--- src/rtl/fetch_stage_if.sv ---
// -----------------------------------------------------------------------------
// fetch_stage_if
// Bundles every non-clock signal of the instruction-fetch stage.
//   Hazard unit -> fetch : PCSrcE, PCTargetE, StallD, FlushD
//   Fetch -> imem        : ImemReqValid, ImemReqAddr
//   Imem -> fetch        : ImemReqReady, ImemRespValid, ImemRespData
//   Fetch -> decode      : InstrD, PCF, PCPlus4F, ValidD
// Modport master is taken by fetch_stage; modport slave by its surroundings
// (hazard unit, instruction memory, decode).
// -----------------------------------------------------------------------------
interface fetch_stage_if;
    logic        PCSrcE;
    logic [31:0] PCTargetE;
    logic        StallD;
    logic        FlushD;
    logic        ImemReqValid;
    logic [31:0] ImemReqAddr;
    logic        ImemReqReady;
    logic        ImemRespValid;
    logic [31:0] ImemRespData;
    logic [31:0] InstrD;
    logic [31:0] PCF;
    logic [31:0] PCPlus4F;
    logic        ValidD;

    modport master (
        input  PCSrcE,
        input  PCTargetE,
        input  StallD,
        input  FlushD,
        output ImemReqValid,
        output ImemReqAddr,
        input  ImemReqReady,
        input  ImemRespValid,
        input  ImemRespData,
        output InstrD,
        output PCF,
        output PCPlus4F,
        output ValidD
    );

    modport slave (
        output PCSrcE,
        output PCTargetE,
        output StallD,
        output FlushD,
        input  ImemReqValid,
        input  ImemReqAddr,
        output ImemReqReady,
        output ImemRespValid,
        output ImemRespData,
        input  InstrD,
        input  PCF,
        input  PCPlus4F,
        input  ValidD
    );
endinterface

--- src/rtl/fetch_stage.sv ---
// -----------------------------------------------------------------------------
// fetch_stage
// Instruction-fetch stage of a five-stage RV32 pipeline. Owns the fetch PC,
// keeps at most one request outstanding to a variable-latency instruction
// memory, discards responses made stale by a redirect, parks a response in a
// one-entry skid buffer while decode is stalled, and holds the IF/ID register.
//
// Ports
//   CLK      : clock, all state updates on the rising edge
//   RST_N    : synchronous active-low reset
//   io_fetch : fetch_stage_if.master
//              PCSrcE/PCTargetE  redirect from execute
//              StallD/FlushD     hazard-unit controls for IF/ID
//              ImemReq*/ImemResp* instruction-memory handshake
//              InstrD/PCF/PCPlus4F/ValidD  IF/ID register to decode
// -----------------------------------------------------------------------------
module fetch_stage #(
    parameter logic [31:0] RESET_PC  = 32'h0000_0000,
    parameter logic [31:0] NOP_INSTR = 32'h0000_0013
) (
    input logic           CLK,
    input logic           RST_N,
    fetch_stage_if.master io_fetch
);

    typedef enum logic [1:0] {
        StIdle,  // no request outstanding
        StWait,  // request outstanding, response wanted
        StDrop   // request outstanding, response to be thrown away
    } state_e;

    state_e      r_state;
    state_e      w_state_next;

    logic [31:0] r_fetch_pc;
    logic [31:0] r_req_pc;
    logic        r_buf_valid;
    logic [31:0] r_buf_instr;
    logic [31:0] r_buf_pc;
    logic        r_valid_d;
    logic [31:0] r_instr_d;
    logic [31:0] r_pcf;
    logic [31:0] r_pcplus4f;

    logic [31:0] w_fetch_pc_next;
    logic [31:0] w_req_pc_next;
    logic        w_buf_valid_next;
    logic [31:0] w_buf_instr_next;
    logic [31:0] w_buf_pc_next;
    logic        w_valid_d_next;
    logic [31:0] w_instr_d_next;
    logic [31:0] w_pcf_next;
    logic [31:0] w_pcplus4f_next;

    logic        w_live;
    logic        w_req_valid;
    logic        w_accept;

    // A response is only usable if it answers a wanted request and no redirect
    // is killing it in the same cycle.
    assign w_live = (r_state == StWait) && io_fetch.ImemRespValid && !io_fetch.PCSrcE;

    // The next request may issue in the response cycle, which is what gives
    // back-to-back throughput with a one-cycle memory. Blocking on a full
    // buffer or a stall keeps the buffer from ever needing a second entry.
    assign w_req_valid = RST_N && !r_buf_valid && !io_fetch.StallD && !io_fetch.PCSrcE &&
                         ((r_state == StIdle) ||
                          ((r_state == StWait) && io_fetch.ImemRespValid));

    assign w_accept = w_req_valid && io_fetch.ImemReqReady;

    // -------------------------------------------------------------------------
    // Request tracking FSM
    // -------------------------------------------------------------------------
    always_comb begin
        w_state_next = r_state;
        unique case (r_state)
            StIdle: begin
                if (w_accept) begin
                    w_state_next = StWait;
                end
            end
            StWait: begin
                if (io_fetch.ImemRespValid) begin
                    // A same-cycle redirect discards the response; no accept
                    // can happen then, so this falls back to idle.
                    w_state_next = w_accept ? StWait : StIdle;
                end else if (io_fetch.PCSrcE) begin
                    w_state_next = StDrop;
                end
            end
            StDrop: begin
                // The stale response retires the old request whether or not a
                // new redirect arrives alongside it.
                if (io_fetch.ImemRespValid) begin
                    w_state_next = StIdle;
                end
            end
            default: begin
                w_state_next = StIdle;
            end
        endcase
    end

    // -------------------------------------------------------------------------
    // PC, skid buffer and IF/ID next-state
    // -------------------------------------------------------------------------
    always_comb begin
        w_fetch_pc_next  = r_fetch_pc;
        w_req_pc_next    = r_req_pc;
        w_buf_valid_next = r_buf_valid;
        w_buf_instr_next = r_buf_instr;
        w_buf_pc_next    = r_buf_pc;
        w_valid_d_next   = r_valid_d;
        w_instr_d_next   = r_instr_d;
        w_pcf_next       = r_pcf;
        w_pcplus4f_next  = r_pcplus4f;

        // Redirect overrides the sequential increment.
        if (io_fetch.PCSrcE) begin
            w_fetch_pc_next = io_fetch.PCTargetE;
        end else if (w_accept) begin
            w_fetch_pc_next = r_fetch_pc + 32'd4;
        end

        if (w_accept) begin
            w_req_pc_next = r_fetch_pc;
        end

        // Skid buffer: filled by a live response while decode is stalled,
        // drained into IF/ID once the stall lifts, dropped on a redirect.
        if (io_fetch.PCSrcE) begin
            w_buf_valid_next = 1'b0;
        end else if (io_fetch.StallD) begin
            if (w_live) begin
                w_buf_valid_next = 1'b1;
                w_buf_instr_next = io_fetch.ImemRespData;
                w_buf_pc_next    = r_req_pc;
            end
        end else if (!io_fetch.FlushD && r_buf_valid) begin
            w_buf_valid_next = 1'b0;
        end

        // IF/ID register. Flush wins even over a stall.
        if (io_fetch.FlushD) begin
            w_valid_d_next = 1'b0;
            w_instr_d_next = NOP_INSTR;
        end else if (!io_fetch.StallD) begin
            if (r_buf_valid && !io_fetch.PCSrcE) begin
                w_valid_d_next  = 1'b1;
                w_instr_d_next  = r_buf_instr;
                w_pcf_next      = r_buf_pc;
                w_pcplus4f_next = r_buf_pc + 32'd4;
            end else if (w_live) begin
                w_valid_d_next  = 1'b1;
                w_instr_d_next  = io_fetch.ImemRespData;
                w_pcf_next      = r_req_pc;
                w_pcplus4f_next = r_req_pc + 32'd4;
            end else begin
                // Bubble: PCF/PCPlus4F keep the last real load.
                w_valid_d_next = 1'b0;
                w_instr_d_next = NOP_INSTR;
            end
        end
    end

    // -------------------------------------------------------------------------
    // State registers
    // -------------------------------------------------------------------------
    always_ff @(posedge CLK) begin
        if (!RST_N) begin
            r_state     <= StIdle;
            r_fetch_pc  <= RESET_PC;
            r_req_pc    <= RESET_PC;
            r_buf_valid <= 1'b0;
            r_buf_instr <= NOP_INSTR;
            r_buf_pc    <= 32'h0000_0000;
            r_valid_d   <= 1'b0;
            r_instr_d   <= NOP_INSTR;
            r_pcf       <= 32'h0000_0000;
            r_pcplus4f  <= 32'h0000_0000;
        end else begin
            r_state     <= w_state_next;
            r_fetch_pc  <= w_fetch_pc_next;
            r_req_pc    <= w_req_pc_next;
            r_buf_valid <= w_buf_valid_next;
            r_buf_instr <= w_buf_instr_next;
            r_buf_pc    <= w_buf_pc_next;
            r_valid_d   <= w_valid_d_next;
            r_instr_d   <= w_instr_d_next;
            r_pcf       <= w_pcf_next;
            r_pcplus4f  <= w_pcplus4f_next;
        end
    end

    assign io_fetch.ImemReqValid = w_req_valid;
    assign io_fetch.ImemReqAddr  = r_fetch_pc;
    assign io_fetch.InstrD       = r_instr_d;
    assign io_fetch.PCF          = r_pcf;
    assign io_fetch.PCPlus4F     = r_pcplus4f;
    assign io_fetch.ValidD       = r_valid_d;

endmodule

--- src/flat_wrapper.sv ---
// flat-port wrapper written by rule: the top's interface ports become plain ports
module fetch_stage_flat 
#(
    parameter logic [31:0] RESET_PC  = 32'h0000_0000,
    parameter logic [31:0] NOP_INSTR = 32'h0000_0013
)
  (CLK, RST_N, io_fetch_PCSrcE, io_fetch_PCTargetE, io_fetch_StallD, io_fetch_FlushD, io_fetch_ImemReqValid, io_fetch_ImemReqAddr, io_fetch_ImemReqReady, io_fetch_ImemRespValid, io_fetch_ImemRespData, io_fetch_InstrD, io_fetch_PCF, io_fetch_PCPlus4F, io_fetch_ValidD);
  fetch_stage_if io_fetch_i ();
  input logic CLK;
  input logic RST_N;
  input wire logic [$bits(io_fetch_i.PCSrcE)-1:0] io_fetch_PCSrcE;
  input wire logic [$bits(io_fetch_i.PCTargetE)-1:0] io_fetch_PCTargetE;
  input wire logic [$bits(io_fetch_i.StallD)-1:0] io_fetch_StallD;
  input wire logic [$bits(io_fetch_i.FlushD)-1:0] io_fetch_FlushD;
  output wire logic [$bits(io_fetch_i.ImemReqValid)-1:0] io_fetch_ImemReqValid;
  output wire logic [$bits(io_fetch_i.ImemReqAddr)-1:0] io_fetch_ImemReqAddr;
  input wire logic [$bits(io_fetch_i.ImemReqReady)-1:0] io_fetch_ImemReqReady;
  input wire logic [$bits(io_fetch_i.ImemRespValid)-1:0] io_fetch_ImemRespValid;
  input wire logic [$bits(io_fetch_i.ImemRespData)-1:0] io_fetch_ImemRespData;
  output wire logic [$bits(io_fetch_i.InstrD)-1:0] io_fetch_InstrD;
  output wire logic [$bits(io_fetch_i.PCF)-1:0] io_fetch_PCF;
  output wire logic [$bits(io_fetch_i.PCPlus4F)-1:0] io_fetch_PCPlus4F;
  output wire logic [$bits(io_fetch_i.ValidD)-1:0] io_fetch_ValidD;
  assign io_fetch_i.PCSrcE = io_fetch_PCSrcE;
  assign io_fetch_i.PCTargetE = io_fetch_PCTargetE;
  assign io_fetch_i.StallD = io_fetch_StallD;
  assign io_fetch_i.FlushD = io_fetch_FlushD;
  assign io_fetch_ImemReqValid = io_fetch_i.ImemReqValid;
  assign io_fetch_ImemReqAddr = io_fetch_i.ImemReqAddr;
  assign io_fetch_i.ImemReqReady = io_fetch_ImemReqReady;
  assign io_fetch_i.ImemRespValid = io_fetch_ImemRespValid;
  assign io_fetch_i.ImemRespData = io_fetch_ImemRespData;
  assign io_fetch_InstrD = io_fetch_i.InstrD;
  assign io_fetch_PCF = io_fetch_i.PCF;
  assign io_fetch_PCPlus4F = io_fetch_i.PCPlus4F;
  assign io_fetch_ValidD = io_fetch_i.ValidD;
  fetch_stage #(.RESET_PC(RESET_PC), .NOP_INSTR(NOP_INSTR)) u_core (.CLK(CLK), .RST_N(RST_N), .io_fetch(io_fetch_i));
endmodule
--- config.mk ---
export PLATFORM = sky130hd
export DESIGN_NAME = fetch_stage_flat
export DESIGN_NICKNAME = d
export VERILOG_FILES = /design/src/rtl/fetch_stage_if.sv /design/src/rtl/fetch_stage.sv /design/src/flat_wrapper.sv
export SDC_FILE = /design/constraint.sdc
export NUM_CORES = 1
export LEC_CHECK = 0
export ABC_AREA = 1
export CORE_AREA = 5 5 159 161
export CTS_CLUSTER_DIAMETER = 60
export DETAILED_ROUTE_END_ITERATION = 8
export DIE_AREA = 0 0 164 166
export PLACE_DENSITY = 0.7
export SYNTH_ARGS = -nofsm -noshare
export SYNTH_HDL_FRONTEND = slang
export SYNTH_SLANG_ARGS = --single-unit
--- constraint.sdc ---
create_clock -name CLK -period 4.6 [get_ports CLK]
set_input_delay 0.46 -clock CLK [delete_from_list [all_inputs] [get_ports CLK]]
set_output_delay 0.46 -clock CLK [all_outputs]
set_load 0.01 [all_outputs]
==> results <==
- The number of antenna violations at the first check in global routing is 0.
- The sink count of the clock tree is ~230.
- Dividing total power by cell area gives a power density of between 300 and 400 mW/mm2.
- The total wire length after detailed routing is 33400 um.
- The total negative setup slack is 0 ns.
- The initialized floorplan defines between 50 and 60 standard-cell rows.
- Along the worst hold path, the cell count comes to 3.
- The leakage power is 0.00526 uW.
- The end point of the most critical hold path is u_core.r_buf_instr[31].
- The number of buffers inserted to repair setup after CTS is 0.
- The antenna diode count is 0.
- Hold repair after CTS inserted 0 buffers.
- The final net count is 1761.
- Relative to the synthesized area, the layout overhead comes to 27.6%.
- The synthesized flop and latch total is about 230.
- The worst min-delay path startpoint is RST_N.
- The worst hold slack is 0.336 ns.
- Cells with a size suffix above 1 make up 5.39% of the layout.
- After clock tree synthesis, the clock-pin slew on the worst setup and hold paths is 0.06 ns.
- Detailed placement ended at an HPWL of between 20000 and 25000 um.
- Setup violations remaining at the end of the flow were counted as 0.
- The placer congestion estimate is 0.983.
- The remaining max-slew budget at the tightest pin is 23.3%.
- Synthesis produced a netlist whose cell count is 1541.
- The via count of the first global-routing pass is 10100.
- Yosys mapped a number of flops with a built-in enable equal to 0.
- The number of input and output port buffers inserted is 200.
- The net count after synthesis is roughly 1600.
- For this run, design rule violations remaining after detail routing come to 0.
- The type of the worst setup path is reg2reg.
- The top layer reached by signal wires is met4.
- STA classifies the critical path startpoint as a register.
- The slack of the worst reg-to-reg path is approximately 1.2 ns.
- The worst endpoint data arrival time is 3.82 ns.
- Clock tree synthesis inserted a total of 25 buffers.
- The post-placement cell area is 0.0126 mm2.
- The final non-filler cell total is 2030.
- The flow ran to the end, and the final reports show no timing, DRC or antenna violations.
- After the first detailed-routing iteration, the DRC count stood at 861.
- The floorplan core area is between 0.02 and 0.025 mm2.
- Counting flops with an async set or reset pin after synthesis yields a share of 0%.
- In this run the clock root is driven by a clkbuf_16.
- The wire length on met2 is 14600 um.
- CTS built an H-tree with a depth of 1.
- The hold violation total from the final report is 0.
- Timing would allow up to 292 MHz.
- The netlist area before placement is between 0.01 and 0.015 mm2.
- The first global-routing pass estimated 53900 um of wire.
- The count of nets left with antenna violations once routing finished came out at 0.
- The die is 166 um tall.
- The critical register-to-register path startpoint is u_core.r_buf_valid.
- The most used flip-flop cell after synthesis is dfxtp_1.
- The overall via count from detail_route is 10700.
- For the worst setup path, the data required time is 5.00 ns.
- After global routing the overflow that remains totals 0.
- The destination of the worst register-to-register timing path is u_core.io_fetch.PCPlus4F[20].
- The worst path uses 74.4% of the clock period.
- The max-slew violation count was 0.
- The final routed wire length divided by cell count is 16.5 um.
- The number of cells in the design after placement is 1985.
- The number of iterations in the first detailed-routing pass is 5.
- For the worst-skew pair, the clock arrives at the later sink with an insertion delay of 0.52 ns.
- The ratio of routed vias to standard cells is 5.27.
- The count of pins on the block boundary is 201.
- The worst path needs 3.42 ns of the cycle, external delays included.
- In this run the deepest clock path goes through 3 buffers.
- The share of the Yosys chip area taken by registers is 43.1%.
- The worst register-to-register path has a depth of 7.
- The class of the worst hold path is in2reg.
- Across the run, the number of max-cap violations was 0.
- Setup repair after global routing left no endpoint under its margin.
- With fillers left out, the area of the finished cells amounts to between 0.01 and 0.015 mm2.
- Yosys printed 0 warnings.
- Detailed routing placed a total of 2620 um of wire on met3.
- The floorplan step defined a die boundary enclosing approximately 0.027 mm2.
- TritonCTS built the clock tree.
- In this run the worst path has a maximum fanout of 73.
- Entering global routing, the biggest net connects around 110 pins.
- Each instance of the synthesized netlist takes up on average 6.82 um2.
- The unique cell type count in the Yosys netlist is 46.
- At the end of the flow the core is filled with cells to 56.3%.
- The global router's overall resource usage is approximately a quarter.
- The starting density of the core is 44.1%.
- The peak ir drop on the vdd network is 194 uV.
- The critical path endpoint category is a register.
- The width of the chip is about 160 um.
- At the pin with the least slew margin, the transition time is between 1 and 1.5 ns.
- The routed length on met1 is 15300 um.
- Once the clock tree was built, the resizer swapped 0 gates to a different size.
- The worst clock skew on the final layout is between 0.01 and 0.015 ns.
-- per-layer routing --
metal	vias up	GRT usage, %
li1	5316	-
met1	4913	34.5
met2	407	36.6
met3	60	3.85
met4	0	7.33
met5	-	0
-- stage by stage --
step	setup WS (ns)	total power (uW)
3_3_place_gp	1.24	2380
4_1_cts	1.22	4380
6_report	1.18	4340
3_5_place_dp	1.16	2380
5_1_grt	0.885	4490
2_1_floorplan	2.64	2210
-- synthesized netlist by cell type, drive strengths merged, types with 3 or more instances --
library cell / number / area (um2)
a21oi: 87 / 435
nor2: 290 / 1160
nand3: 111 / 583
nand2: 324 / 1250
o211ai: 5 / 37.5
clkbuf: 63 / 238
nor3: 24 / 130
buf: 28 / 183
nand4: 10 / 62.6
inv: 116 / 438
a21boi: 3 / 22.5
dfxtp: 226 / 4520
a31oi: 44 / 275
xor2: 15 / 131
nand3b: 5 / 37.5
o21ai: 171 / 860
clkinv: 3 / 11.3
-- power by group --
group / total (uW) / switching (uW) / internal [uW]
clock: 2000 / 800 / 1200
combinational: 314 / 180 / 135
sequential: 2030 / 39.4 / 1990
-- sequential cells by signal, indices dropped and copies added, names as in the netlist --
register / flops
u_core.io_fetch.PCPlus4F: 32
u_core.r_state: 2
u_core.r_buf_valid: 1
u_core.r_buf_pc: 32
u_core.io_fetch.ValidD: 1
u_core.io_fetch.InstrD: 32
u_core.io_fetch.PCF: 30
u_core.r_buf_instr: 32
u_core.io_fetch.ImemReqAddr: 32
u_core.r_req_pc: 32
-- critical path: stages (launching register included) --
cell     delay [ns]
dfxtp_1        0.99
nand2_4        0.55
nand2_2        0.31
nand2_2        0.08
inv_2          0.81
nand2_1        0.17
nor3_1         0.24
nor2_1         0.07
-- area by class of cell --
type,count,area [um2]
tap,324,405
multi-input combinational,1105,5120
timing repair buffer,211,2080
fill,2340,10400
clock inverter,9,108
sequential,226,4520
clock buffer,36,717
inverter,119,449
-- cell usage in the layout, fill, tap and decap left out, types with 6 or more instances in the layout --
cell type | netlist | final
buf_4 | 4 | 12
a21oi_1 | 87 | 87
xor2_1 | 15 | 15
o21ai_1 | 6 | 6
nand2_2 | 10 | 10
nor2_1 | 275 | 275
nand4_1 | 10 | 10
nor3_1 | 22 | 22
a31oi_1 | 44 | 44
nor2_2 | 10 | 9
clkbuf_1 | 62 | 6
clkbuf_16 | 0 | 25
nand2_1 | 313 | 313
inv_1 | 110 | 110
clkdlybuf4s50_1 | 0 | 199
dfxtp_1 | 226 | 226
nand3_1 | 107 | 107
o21ai_0 | 164 | 164
-- worst max-delay path by stage --
stage                            start                            to  slack, ns  cells past startpoint
floorplan              io_fetch_PCSrcE  u_core.io_fetch.PCPlus4F[16]       2.64                     14
global placement       io_fetch_PCSrcE  u_core.io_fetch.PCPlus4F[20]       1.24                      9
detailed placement     io_fetch_PCSrcE  u_core.io_fetch.PCPlus4F[20]       1.16                      9
CTS                 u_core.r_buf_valid  u_core.io_fetch.PCPlus4F[20]       1.22                      7
global route        u_core.r_buf_valid  u_core.io_fetch.PCPlus4F[15]       0.89                      7
finish              u_core.r_buf_valid  u_core.io_fetch.PCPlus4F[20]       1.18                      7
-- kinds of logic (layout without fill, tap and decap cells) --
kind of cell,count (synthesis),count (layout),synth area share (%)
buf+inv,210,375,8.28
compound gates,315,315,15.9
simple gates,771,771,31.1
xor+xnor,17,17,1.42
flops,226,226,43.1
fa+ha+maj,2,2,0.238
(Power assumes the default switching activity.)
